[src/rtl/sensor_disp_scan.sv]
// Multi-channel sensor display scanner: latches NUM_CH readings, rotates one
// channel onto DIGITS 7-segment digits plus a two-glyph unit suffix. Binary to
// BCD runs on a sequential double-dabble engine, one bit per cycle.

// Per-digit 7-segment encoder, active-low, bit6=a .. bit0=g.
module sensor_disp_seg (
  input  logic [3:0] bcd,
  input  logic       blank,
  input  logic       dash,
  output logic [6:0] seg
);
  // Dash wins over blank so an overflowed value never shows as empty.
  always_comb begin
    seg = 7'b1111111;
    if (dash) begin
      seg = 7'b1111110;
    end else if (!blank) begin
      unique case (bcd)
        4'd0:    seg = 7'b0000001;
        4'd1:    seg = 7'b1001111;
        4'd2:    seg = 7'b0010010;
        4'd3:    seg = 7'b0000110;
        4'd4:    seg = 7'b1001100;
        4'd5:    seg = 7'b0100100;
        4'd6:    seg = 7'b0100000;
        4'd7:    seg = 7'b0001111;
        4'd8:    seg = 7'b0000000;
        4'd9:    seg = 7'b0000100;
        default: seg = 7'b1111111;
      endcase
    end
  end
endmodule

module sensor_disp_scan #(
  parameter  int NUM_CH    = 2,
  parameter  int DATA_W    = 8,
  parameter  int DIGITS    = 2,
  parameter  int DWELL_CYC = 134217728,
  localparam int SEL_W     = (NUM_CH > 1) ? $clog2(NUM_CH) : 1
) (
  input  logic                       clk_i,
  input  logic                       rst_ni,
  input  logic [NUM_CH*DATA_W-1:0]   ch_data_i,
  input  logic [NUM_CH-1:0]          ch_valid_i,
  input  logic [NUM_CH*14-1:0]       ch_suffix_i,
  input  logic                       hold_i,
  input  logic                       next_i,
  output logic [7*(DIGITS+2)-1:0]    disp_o,
  output logic [SEL_W-1:0]           ch_sel_o,
  output logic                       upd_o,
  output logic                       ovf_o
);
  localparam int CNT_W = (DWELL_CYC > 1) ? $clog2(DWELL_CYC) : 1;
  localparam int NIB   = DIGITS + 1;          // one spare nibble exposes overflow
  localparam int BCD_W = 4 * NIB;
  localparam int SH_W  = $clog2(DATA_W + 1);

  typedef enum logic [1:0] {IDLE, SHIFT, LOAD} state_t;

  state_t                          state_q, state_d;
  logic [NUM_CH-1:0][DATA_W-1:0]   samples_q;
  logic [CNT_W-1:0]                dwell_q;
  logic [SEL_W-1:0]                ch_sel_q, tag_q;
  logic                            pending_q;
  logic [DATA_W-1:0]               bin_q;
  logic [BCD_W-1:0]                bcd_q, bcd_adj;
  logic                            ovf_stk_q;
  logic [SH_W-1:0]                 sh_cnt_q;
  logic [7*(DIGITS+2)-1:0]         disp_q;
  logic                            ovf_q, upd_q;

  logic                            tc, adv, sel_hit, start, conv_ovf, nz;
  logic [DIGITS-1:0]               dig_blank;
  logic [DIGITS-1:0][6:0]          dig_seg;

  assign tc      = !hold_i && (dwell_q == CNT_W'(DWELL_CYC - 1));
  assign adv     = tc || next_i;              // tc and next together: one step
  assign sel_hit = ch_valid_i[ch_sel_q];
  assign start   = (state_q == IDLE) && pending_q;

  // Capture incoming readings per channel.
  always_ff @(posedge clk_i or negedge rst_ni) begin
    if (!rst_ni) begin
      samples_q <= '0;
    end else begin
      for (int k = 0; k < NUM_CH; k++)
        if (ch_valid_i[k]) samples_q[k] <= ch_data_i[k*DATA_W +: DATA_W];
    end
  end

  // Dwell counter and channel rotation; next_i overrides hold.
  always_ff @(posedge clk_i or negedge rst_ni) begin
    if (!rst_ni) begin
      dwell_q  <= '0;
      ch_sel_q <= '0;
    end else if (adv) begin
      dwell_q  <= '0;
      ch_sel_q <= (ch_sel_q == SEL_W'(NUM_CH - 1)) ? '0 : ch_sel_q + 1'b1;
    end else if (!hold_i) begin
      dwell_q  <= dwell_q + 1'b1;
    end
  end

  // Pending request: set wins over the clear at conversion start, so a
  // request arriving on the start edge re-runs the conversion.
  always_ff @(posedge clk_i or negedge rst_ni) begin
    if (!rst_ni) pending_q <= 1'b1;
    else         pending_q <= adv || sel_hit || (pending_q && !start);
  end

  // FSM state register.
  always_ff @(posedge clk_i or negedge rst_ni) begin
    if (!rst_ni) state_q <= IDLE;
    else         state_q <= state_d;
  end

  // FSM next state.
  always_comb begin
    state_d = state_q;
    unique case (state_q)
      IDLE:    if (pending_q) state_d = SHIFT;
      SHIFT:   if (sh_cnt_q == SH_W'(DATA_W - 1)) state_d = LOAD;
      LOAD:    state_d = IDLE;
      default: state_d = IDLE;
    endcase
  end

  // Double-dabble correction: add 3 to every nibble >= 5 before the shift.
  always_comb begin
    bcd_adj = bcd_q;
    for (int i = 0; i < NIB; i++)
      if (bcd_q[i*4 +: 4] >= 4'd5) bcd_adj[i*4 +: 4] = bcd_q[i*4 +: 4] + 4'd3;
  end

  // Conversion datapath: snapshot on start, one bit per SHIFT cycle. A bit
  // carried out of the top nibble is kept sticky so wide inputs still flag.
  always_ff @(posedge clk_i or negedge rst_ni) begin
    if (!rst_ni) begin
      bin_q     <= '0;
      bcd_q     <= '0;
      ovf_stk_q <= 1'b0;
      tag_q     <= '0;
      sh_cnt_q  <= '0;
    end else if (start) begin
      bin_q     <= samples_q[ch_sel_q];
      tag_q     <= ch_sel_q;
      bcd_q     <= '0;
      ovf_stk_q <= 1'b0;
      sh_cnt_q  <= '0;
    end else if (state_q == SHIFT) begin
      bin_q     <= bin_q << 1;
      bcd_q     <= {bcd_adj[BCD_W-2:0], bin_q[DATA_W-1]};
      ovf_stk_q <= ovf_stk_q | bcd_adj[BCD_W-1];
      sh_cnt_q  <= sh_cnt_q + 1'b1;
    end
  end

  assign conv_ovf = ovf_stk_q || (bcd_q[BCD_W-1 -: 4] != 4'd0);

  // Leading-zero blanking from the MSD down; the LSD is never blanked.
  always_comb begin
    dig_blank = '0;
    nz        = 1'b0;
    for (int i = DIGITS - 1; i >= 1; i--) begin
      nz           = nz | (|bcd_q[i*4 +: 4]);
      dig_blank[i] = !nz;
    end
  end

  for (genvar g = 0; g < DIGITS; g++) begin : g_dig
    sensor_disp_seg u_seg (
      .bcd   (bcd_q[g*4 +: 4]),
      .blank (dig_blank[g]),
      .dash  (conv_ovf),
      .seg   (dig_seg[g])
    );
  end

  // Output register: only a result for the still-selected channel lands.
  always_ff @(posedge clk_i or negedge rst_ni) begin
    if (!rst_ni) begin
      disp_q <= '1;
      ovf_q  <= 1'b0;
      upd_q  <= 1'b0;
    end else begin
      upd_q <= 1'b0;
      if (state_q == LOAD && tag_q == ch_sel_q) begin
        disp_q <= {dig_seg, ch_suffix_i[tag_q*14 +: 14]};
        ovf_q  <= conv_ovf;
        upd_q  <= 1'b1;
      end
    end
  end

  assign disp_o   = disp_q;
  assign ovf_o    = ovf_q;
  assign upd_o    = upd_q;
  assign ch_sel_o = ch_sel_q;
endmodule
[config.mk]
export PLATFORM = sky130hd
export DESIGN_NAME = sensor_disp_scan
export DESIGN_NICKNAME = d
export VERILOG_FILES = /design/src/rtl/sensor_disp_scan.sv
export SDC_FILE = /design/constraint.sdc
export NUM_CORES = 1
export LEC_CHECK = 0
export ABC_AREA = 1
export BUFFER_PORTS_ARGS = -buffer_cell sky130_fd_sc_hd__buf_2
export CAP_MARGIN = 20
export CORE_ASPECT_RATIO = 0.7
export CORE_MARGIN = 1
export CORE_UTILIZATION = 45
export CTS_CLUSTER_DIAMETER = 200
export DETAILED_ROUTE_END_ITERATION = 7
export PLACE_DENSITY = 0.65
export SLEW_MARGIN = 20
export SYNTH_ARGS = -nofsm -noshare
export SYNTH_HDL_FRONTEND = slang
export SYNTH_SLANG_ARGS = --single-unit
export TNS_END_PERCENT = 5
[constraint.sdc]
create_clock -name clk_i -period 4.3 [get_ports clk_i]
set_input_delay 0.86 -clock clk_i [delete_from_list [all_inputs] [get_ports clk_i]]
set_output_delay 0.86 -clock clk_i [all_outputs]
set_load 0.005 [all_outputs]
## Word level (Yosys, flattened, before mapping)

Memory sizes are Yosys's and may differ from the RTL's.
Cells that the tools add are included.

| word-level totals | value |
|---|---|
| register bits after elaboration | 103 |
| bits in latches | 0 |
| memory bits (writable) | 0 |
| memory bits (read-only) | 224 |
| logic and storage cells | 77 |
| memories | 2 |

Memories:

| name | words | width | read ports | clocked after memory_dff | write ports | RTL line | source |
|---|---|---|---|---|---|---|---|
| (name not given) | 16 | 7 | 1 | 0 | 0 | 18 | `unique case (bcd)` |
| (name not given) | 16 | 7 | 1 | 0 | 0 | 18 |  |

| cells by class | value |
|---|---|
| add/subtract/negate cells | 6 |
| multipliers | 1 |
| divide/modulo/power cells | 0 |
| $lt $le $gt $ge | 4 |
| eq/ne operators | 8 |
| shifts and indexed selects | 1 |
| muxes and demuxes | 25 |
| bitwise operators | 1 |
| reduce and logical (&&, ||, !) cells | 15 |

Operators by type and width:

| cell | count |
|---|---|
| $mux W27 | 2 |
| $mux W8 | 4 |
| $shiftx A28 B6 Y14 | 1 |
| $add A27 B1 Y27 const B | 1 |
| $eq A27 B27 Y1 const B | 1 |
| $mux W12 | 2 |
| $mux W7 | 3 |
| $mux W4 | 5 |
| $add A4 B2 Y4 const B | 3 |
| $ge A4 B3 Y1 const B | 3 |
| $mux W1 | 6 |
| $add A4 B1 Y4 const B | 1 |
| $eq A4 B3 Y1 const B | 1 |
| $logic_and A1 B1 Y1 | 4 |
| $logic_or A1 B1 Y1 | 4 |
| $mul A1 B3 Y4 const B | 1 |
| $mux W2 | 2 |
| $ne A2 B2 Y1 const B | 2 |
| $pmux W2 S2 | 1 |
| $reduce_bool A4 Y1 | 1 |
| $reduce_or A4 Y1 | 1 |
| $eq A2 B1 Y1 const B | 1 |
| $eq A2 B2 Y1 const B | 1 |
| $logic_not A1 Y1 | 2 |
| other kinds (8) | 8 |

## Logic depth before layout (Yosys ltp)

| depth | value |
|---|---|
| word-level depth | 5 |
| gate-level depth with buffers | 10 |
| gate-level depth less buffers | 10 |

## Modules after synthesis

A second synthesis with hierarchy kept.

| unflattened totals | value |
|---|---|
| cells, all modules | 699 |
| area, all modules | 5,520.3 um2 |

Modules (own cells, without submodules):

| module | instances | cells an instance | area each (um2) |
|---|---|---|---|
| sensor_disp_scan | 1 | 629 | 5,087.4 |
| sensor_disp_seg | 2 | 35 | 216.5 |

## Worst setup path after synthesis

OpenSTA, ideal clock, no wires.

| path | value |
|---|---|
| kind | input-to-reg |
| start point | input port next_i |
| end point | register dwell_q[14] |
| setup time | 116 ps |
| data arrival time | 1,610 ps |
| required time | 4,184 ps |
| slack | 2,574 ps |
| stages | 9 |
| path through | inv_1 nand2_1 nand2_1 nor2_1 nand2_1 inv_1 nand4_1 nand2_1 nor2_1 |

| on the way | value |
|---|---|
| cells in the longest elaborated chain, start to end | 2 |
| elaborated cells between the ends (all ways) | 3 |
| those cells by class | 1 x eq/ne; 1 x mux; 1 x reduce/logical |

RTL lines:

| element | RTL line | source |
|---|---|---|
| start: declaration | 48 | `input logic next_i,` |
| $logic_or A1 B1 Y1 (*) | 78 | `assign adv = tc \|\| next_i;` |
| $ne A2 B1 Y1 (no source line) / $mux W27 (equally long branches) | -- |  |
| end signal: assignment | 101 | `dwell_q <= dwell_q + 1'b1;` |
| end: declaration | 63 | `logic [CNT_W-1:0] dwell_q;` |

Mark *: on every way between the ends. The rest lies on a longest branch, timed or not.
A chain may end at the register's enable or synchronous reset.

## Worst setup path in the final report

| path | value |
|---|---|
| start point | register ch_sel_q, in the netlist ch_sel_o |
| end point | output port ch_sel_o |

RTL lines:

| element | RTL line | source |
|---|---|---|
| start: declaration | 64 | `logic [SEL_W-1:0] ch_sel_q, tag_q;` |
| start signal: assignment | 99 | `ch_sel_q <= (ch_sel_q == SEL_W'(NUM_CH - 1)) ? '0 : ch_sel_q + 1'b1;` |
| end: declaration | 50 | `output logic [SEL_W-1:0] ch_sel_o,` |

No word-level cell between the ends.

==> flow_summary_export.csv <==
group,metric,value,unit
clock_network,cts_hold_buf,0,
detailed_routing,viasPerCell,5.16,
yosys,ys_ff_latch,103,
critical_path,cp.required,3.44,ns
yosys,synthAdderAreaFrac,0.0395,
yosys,synthArstFlopShare,1.00,
power_and_ir_drop,p_sw,0.00133,W
power_and_ir_drop,clockPowerShare,0.226,
critical_path,cp-end-kind,"primary output",
power_and_ir_drop,p_seq_frac,0.428,
layout,syn2layout_area_growth,14.9,%
layout,n_fill_cell,1107,
clock_network,clockBufferDepth,2,
floorplanning,rows,33,
clock_network,post_cts_buffers,0,
clock_network,numCtsBuffers,9,
placement,place_ws,1.98,ns
sta,finalClockSkew,0.00925,ns
floorplanning,ioPinCount,81,
detailed_routing,routedWlPerCell,13.5,um
critical_path,r2r_slack,2.08,ns
yosys,synthFlopType,"dfrtp_1",
yosys,synth_most_common_cell,"nand2_1",
placement,place_congestion,0.868,
layout,drive_above_1_share,0.219,
layout,stdcell_count,874,
floorplanning,core-area,11700,um2
yosys,synth-simple-area-share,0.232,
power_and_ir_drop,leakage,2.99,nW
yosys,synth-compound-area-share,0.136,
placement,port_buffers,80,
global_routing,grt_usage,0.210,
critical_path,cp_data_arrival_time,1.40,ns
clock_network,cts_tree,"done",
sta,fin_crit_sh,0.526,
layout,fin_nets,779,
power_and_ir_drop,p_int,0.00233,W
placement,placed_area,5880,um2
sta,report.final.slew_viol_count,0,
power_and_ir_drop,pwr_density_cell,591,nW/um2
detailed_routing,drc_errors,0,
sta,rsz0062_at_grt,"no",
clock_network,path_clk_slew,0.07,ns
power_and_ir_drop,combPwrFrac,0.347,
yosys,synth.avg_cell_area,8.42,um2
global_routing,grt_pass1_vias,4366,
yosys,synth_nets,707,
clock_network,cts-resized-gates,0,
worst_hold_path,min_path_type,"reg -> reg",
sta,tns,0,ns
global_routing,grt_pass1_wl,20800,um
clock_network,clk_latency,0.35,ns
power_and_ir_drop,swShare,0.364,
critical_path,crit_path_top_delay_cell,"dfrtp_1",
detailed_routing,drtIter0Drc,244,
critical_path,startpoint_type,"register",
global_routing,grt_antenna_before_repair,0,
yosys,ys_seq_area_frac,0.485,
sta,setup_violations,0,
worst_hold_path,holdPathEnd,"state_q[1]",
yosys,synth_top_area_cell,"dfrtp_1",
sta,period_needed,2.26,ns
yosys,netlist_top_cells_area,"dfrtp_1 (34%), dfstp_2 (14%), nand2_1 (8.9%)",
yosys,yosys_warnings,0,
detailed_routing,finalWirelength,11800,um
yosys,synthMuxAreaShare,0.0186,
global_routing,grt_max_degree,84,
run_status,status,"finished clean",
detailed_routing,dr.pass1.iters,5,
critical_path,cp_max_fo,22,
yosys,synth_top_family_by_area,"simple AND/OR/NAND/NOR gates",
critical_path,worstPathCellList,"buf_2",
yosys,synth_xor_area_frac,0.00976,
sta,max_slew.worst_pin.slew,0.805,ns
floorplanning,fp.dieW,133,um
layout,antenna_cells,0,
sta,relSlewSlack,0.462,
floorplanning,die_h,93.5,um
worst_hold_path,hold_path.startpoint,"sh_cnt_q[3]",
yosys,synth_edf_count,0,
yosys,synth_common_cells,"nand2_1 (127), nor2_1 (85), inv_1 (76)",
critical_path,timing.rr.end,"disp_o[27]",
critical_path,path_delay_family,"flip-flops",
critical_path,critical_path_buf_inv_count,1,
worst_hold_path,hold_depth,1,
clock_network,root_buffer,"clkbuf_16",
floorplanning,start_util,0.461,
yosys,syn_inst,640,
power_and_ir_drop,peakVddDrop,0.000267,V
critical_path,r2r_start,"tag_q",
detailed_routing,ant_nets,0,
detailed_routing,num_vias,4514,
yosys,synth_top_area_share,0.344,
floorplanning,dieArea,12400,um2
critical_path,crit_type,"reg -> out",
clock_network,clock_sinks,103,
yosys,synth.distinct_cells,42,
clock_network,htree_num_levels,3,
placement,dp_hpwl,8580,um
global_routing,grt_overflow,0,
critical_path,reg2reg_depth,6,
sta,hold_violations,0,
layout,final_cell_area,6190,um2
yosys,syn_area,5390,um2
critical_path,cpPeakStageDelay,0.80,ns
job,max_cap_violations,0,
placement,placed_cells,858,
sta,fmax,0.443,GHz
sta,setup_ws,2.04,ns
[power by group through the flow]
stage	combinational (W)	clock, W	sequential [W]
finish	0.00127	0.000825	0.00156
global route	0.00148	0.000890	0.00161
CTS	0.00127	0.000855	0.00156
detailed placement	0.00127	0	0.00158
global placement	0.00123	0	0.00157
floorplan	0.000918	0	0.00151
[worst max-delay path by stage]
stage | start | end | slack, ns | cells after the start
floorplan | next_i | dwell_q[14] | 2.57 | 9
global placement | next_i | dwell_q[14] | 2.08 | 10
detailed placement | next_i | dwell_q[22] | 1.98 | 9
CTS | ch_sel_o | ch_sel_o | 2.01 | 1
global route | tag_q | disp_o[26] | 1.80 | 6
finish | ch_sel_o | ch_sel_o | 2.04 | 1
[through the flow]
stage,util,hold WS (ns),power (W)
6_report,0.530,0.440,0.00366
5_1_grt,0.530,0.466,0.00397
4_1_cts,0.529,0.440,0.00369
3_5_place_dp,0.503,0.432,0.00284
3_3_place_gp,0.503,0.425,0.00280
2_1_floorplan,-,0.410,0.00243
[placed cells by master (no fill, tap or decap), types with 4 or more instances in the layout]
cell type / synthesis / layout
nand2_1: 127 / 127
nor2_1: 85 / 85
buf_2: 7 / 79
inv_1: 76 / 76
dfrtp_1: 74 / 74
o21ai_0: 42 / 42
dfstp_2: 29 / 29
nand3_1: 27 / 27
a21oi_1: 23 / 23
ha_1: 17 / 17
o31ai_1: 15 / 15
nand4_1: 13 / 13
o211ai_1: 11 / 11
clkbuf_16: 0 / 11
nor3_1: 8 / 8
mux2_2: 8 / 8
o221ai_1: 7 / 7
o21ai_1: 6 / 6
o21a_1: 6 / 6
inv_2: 5 / 5
nor2_2: 4 / 4
xor2_1: 4 / 4
[area by class of cell]
type / instances / area, um2 / area share
flip-flops and latches: 103 / 2610 / 0.422
multi-input cells: 435 / 2350 / 0.380
repair buffers: 82 / 422 / 0.0681
inverters: 81 / 304 / 0.0491
clock buffers: 13 / 283 / 0.0457
well taps: 157 / 196 / 0.0317
clock inverters: 3 / 21.3 / 0.00344
[layer usage]
metal / vias up / wire (um) / part of all wire / GRT usage
met5: - / 0 / 0 / 0
met4: 0 / 108 / 0.0091 / 0.0584
met3: 13 / 792 / 0.067 / 0.0466
met2: 154 / 4940 / 0.42 / 0.308
met1: 2107 / 5980 / 0.51 / 0.310
li1: 2240 / - / - / -
[registers in the layout, indices dropped and copies added, names as in the netlist]
register   cells
sh_cnt_q       4
pending_q      1
bcd_q         12
bin_q          8
ovf_stk_q      1
dwell_q       27
ch_sel_o       1
disp_o        28
tag_q          1
state_q        2
ovf_o          1
upd_o          1
samples_q     16
[worst register-to-register path, stage by stage, from the launching register on]
cell     delay [ns]
dfrtp_1        0.69
inv_2          0.27
o21ai_2        0.38
buf_4          0.39
inv_2          0.20
nand3_1        0.10
o21a_1         0.13
[cell families after synthesis]
logic type,count (synthesis)
DFF,103
buffers and inverters,102
and+or+nand+nor,283
AOI/OAI and AO/OA,120
adders and majority gates,17
xor gates and xnor gates,6
muxes,9
No activity file was read; power rests on OpenSTA's default activity.
